==> config.mk <==
export PLATFORM = sky130hd
export DESIGN_NAME = shift_rows
export DESIGN_NICKNAME = d
export VERILOG_FILES = /design/src/rtl/shift_rows.sv
export SDC_FILE = /design/constraint.sdc
export NUM_CORES = 1
export LEC_CHECK = 0
export CAP_MARGIN = 20
export CORE_MARGIN = 2
export CORE_UTILIZATION = 36
export CTS_CLUSTER_SIZE = 25
export DETAILED_ROUTE_END_ITERATION = 8
export PLACE_DENSITY = 0.74
export SLEW_MARGIN = 20
export SYNTH_ARGS = -nofsm -noshare
export SYNTH_HDL_FRONTEND = slang
export SYNTH_SLANG_ARGS = --single-unit
==> constraint.sdc <==
create_clock -name clk -period 1 [get_ports clk]
set_input_delay 0.15 -clock clk [delete_from_list [all_inputs] [get_ports clk]]
set_output_delay 0.15 -clock clk [all_outputs]
set_load 0.02 [all_outputs]
==> src/rtl/shift_rows.sv <==
// AES-128 ShiftRows / InvShiftRows stage with a registered output.
// Each output byte picks its forward or inverse source byte, then registers it.
module shift_rows (
  input  logic         clk,
  input  logic         rst,
  input  logic         in_valid,
  input  logic         inv,
  input  logic [127:0] s1,
  output logic [127:0] s2,
  output logic         out_valid
);

  // Handshake: a state is accepted on every rising edge where in_valid=1 and
  // rst=0; out_valid is high for exactly one cycle per accepted state, one
  // cycle later. There is no ready/backpressure, so one state per clock.

  logic [127:0] shifted;

  // Byte k lives at row k%4, column k/4 (column-major, byte 0 is the MSByte).
  for (genvar k = 0; k < 16; k++) begin : g_byte
    localparam int ROW = k % 4;
    localparam int COL = k / 4;
    localparam int FWD = ROW + 4 * ((COL + ROW) % 4);
    localparam int INV = ROW + 4 * ((COL + 4 - ROW) % 4);

    assign shifted[127-8*k -: 8] = inv ? s1[127-8*INV -: 8]
                                       : s1[127-8*FWD -: 8];
  end

  always_ff @(posedge clk) begin
    if (rst) begin
      s2        <= 128'h0;
      out_valid <= 1'b0;
    end else begin
      out_valid <= in_valid;
      if (in_valid) begin
        s2 <= shifted;
      end
    end
  end

endmodule

=== After elaboration in Yosys (flattened, before gate mapping) ===
Index checks and enable logic that the tools add are counted.

* Bits in registers: 129
* Input bits: 132
* Output and inout port bits: 129
* Logic and storage cells: 10

* Multiplexer cells: 8

{| class="wikitable"
|+ Operators by type and width
! kind !! number
|-
| two-way mux 8 bit || 8
|}

=== Logic depth before layout (Yosys ltp) ===
* Depth in word-level cells: 1
* Gate-level depth with buffers: 5
* Mapped depth without buffers: 2

=== Least setup slack after synthesis ===
No wires, ideal clock.

* Path type: input -> register
* Start point: input port in_valid
* End point: register s2[107]
* Library setup time: 128 ps
* Arrival: 821 ps
* Required time: 872 ps
* Slack: 52 ps
* Stages on the path: 5
* Buffers on the path: 3
* Path through: buf_2 -> buf_2 -> buf_4 -> mux2i_1 -> nor2_1

{| class="wikitable"
|+ RTL lines
! element !! RTL line !! RTL
|-
| start: declaration || 6 || <nowiki>input logic in_valid,</nowiki>
|-
| end signal: assignment || 37 || <nowiki>s2 <= shifted;</nowiki>
|-
| end: declaration || 9 || <nowiki>output logic [127:0] s2,</nowiki>
|}

=== Worst setup path in the final report ===
* Start point: register s2[3]
* End point: output port s2[3]

No word-level cell between the ends.

==> impl_metrics.toml <==
[cts]
numCtsBuffers = 17
clk_pin_slew_ps = 60
cts_hold_buf = 0
cts_root_buffer = "clkbuf_16"
clk_latency_ps = 410
cts_sinks = 129
cts_tree = "done"
clock_path_buffers = 2
h-tree-depth = 4

[timing]
period_needed_ps = 1033
finalHoldViolCount = 0
tns_ps = -886.2
setup_viol = 112
period_share_pct = 103.3
maxSlewViolCount = 0
rsz0062_at_grt = "true"
relSlewSlack_pct = 80.03
whs_ps = 135.1
worstMarginPinSlew_ps = 299.6
max_freq_mhz = 968.1
fin_ws_ps = -32.91
clock_skew_ps = 0

[placement]
pre_cts_slack_ps = -119.2
portBuffers = 260
place_congestion = 0.7548
post-dp-hpwl_um = 11140

[worst_setup_path]
critPathKind = "flip-flop to primary output"
crit_family = "flip-flops"
crit_chain = "buf_6"
crit_path_end_kind = "primary output"
cp.buffers_inverters = 1
cp_slowest_stage_delay_ps = 350
worstPathRequired_ps = 850
critPathLaunchType = "flip-flop"
arrival_ps = 880
slowest_stage = "dfxtp_2"
crit_path_max_fanout = 2

[grt]
grt_pass1_wl_um = 23350
grt_usage_pct = 19.88
overflow = 0
grt_max_degree = 55
antenna_found_initial = 0
grt_pass1_vias = 4624

[route]
wl_per_cell_um = 16.13
drc = 0
wl_met3_um = 1307
met2_length_um = 7950
via_count = 4726
m1WireLength_um = 6340
top_layer = "met4"
viasPerCell = 4.788
wirelength_um = 15930
antenna_left = 0
drtIter0Drc = 195
firstDrtPassIters = 4

[flow_run]
maxCapViolCount = 0

[synth]
synth_cell_types = 12
synth_fp_nets = 625
synth_cells = 493
avgSynthCellArea_um2 = 10.47
yosysWarnings = 0
ys_ff_latch = 129
yosysSeqAreaShare_pct = 50.01
synth_area_um2 = 5164

[hold_path]
hold_class = "input pin to flip-flop"

[final_layout]
final.fill_count = 1092
fin_nets = 926
drive_gt1_share_pct = 44.61
num_antenna_cells = 0
area_delta_synth_final_pct = 77.08

[pwr]
ir_drop_mv = 1.036
p_per_area_nw_per_um2 = 1591
finalPower_mw = 14.55
p_leak_nw = 4.115

[status]
failed_checks = "setup timing"
status = "finished, violations left"

[floorplanning]
die-height_um = 123.8
die_area_um2 = 15320
rows = 43
fp.dieW_um = 123.8
initial_utilization_pct = 37.06
coreArea_um2 = 13930
io_pins = 261
## where the power goes
part           internal, mW  switching (mW)
clock                  3.34            2.41
sequential             5.56           0.249
combinational          1.69            1.30
## synthesized netlist by cell type
cell | count | area (um^2)
a211oi_1 | 62 | 465.5
buf_2 | 15 | 75.07
buf_8 | 1 | 15.01
buf_6 | 1 | 11.26
nor2b_1 | 1 | 6.260
dfxtp_1 | 129 | 2582
mux2i_1 | 128 | 1281
buf_4 | 7 | 52.55
clkbuf_1 | 13 | 48.80
a211oi_2 | 2 | 25.02
buf_12 | 6 | 120.1
nor2_1 | 128 | 480.5
## cells by family after synthesis
logic type / synth area share, %
AND/OR/NAND/NOR: 9.426
flip-flops: 50.01
multiplexers: 24.81
AO/OA/AOI/OAI: 9.498
buffers and inverters: 6.252
## metal layers
metal,vias to the layer above,global-route usage [%]
li1,2333,-
met1,2207,22.53
met2,161,33.86
met3,25,7.280
met4,0,7.955
met5,-,0
## final timing paths
| check | startpoint | end | slack [ps] | depth (start not counted) |
|---|---|---|---|---|
| setup reg to reg | s2[50] | s2[50] | 50 | 4 |
| hold / removal | rst | s2[39] | 140 | 2 |
| hold reg to reg | s2[84] | s2[84] | 490 | 2 |
| setup / recovery | s2[3] | s2[3] | -30 | 1 |
## cell usage in the layout (no fill, tap or decap)
cell type / Yosys / layout
dfxtp_2: 0 / 129
clkbuf_16: 0 / 17
clkinv_2: 0 / 2
clkinvlp_4: 0 / 3
buf_12: 6 / 9
mux2i_1: 128 / 128
buf_4: 7 / 58
clkinv_4: 0 / 3
clkbuf_8: 0 / 2
a211oi_2: 2 / 2
a211oi_1: 62 / 62
nor2b_1: 1 / 1
inv_6: 0 / 5
clkdlybuf4s50_1: 0 / 128
nor2_1: 128 / 128
buf_6: 1 / 130
## state kept, by name, summed over array words and instances, names as in the netlist
signal / count
s2: 128
out_valid: 1
## through the flow
step | instances | utilization (%) | cell area, um^2
2_1_floorplan | 493 | - | 5164
3_3_place_gp | 922 | 57.47 | 8008
3_5_place_dp | 922 | 57.47 | 8008
4_1_cts | 966 | 64.49 | 8986
5_1_grt | 987 | 65.62 | 9144
6_report | 987 | 65.62 | 9144
## layout make-up
cell class	instances	area (um^2)	share of cell area [%]
Sequential cell	129	2744	30.01
Multi-Input combinational cell	321	2258	24.70
Timing Repair Buffer	325	3361	36.75
Tap cell	180	225.2	2.463
Clock inverter	13	102.6	1.122
Clock buffer	19	452.9	4.953
## timing repair
action / 4_1_cts / 5_1_grt
resized for setup: 883 / 0
endpoints found under the setup margin: 129 / 129
buffers inserted: 12 / 21
(Power assumes the default switching activity.)
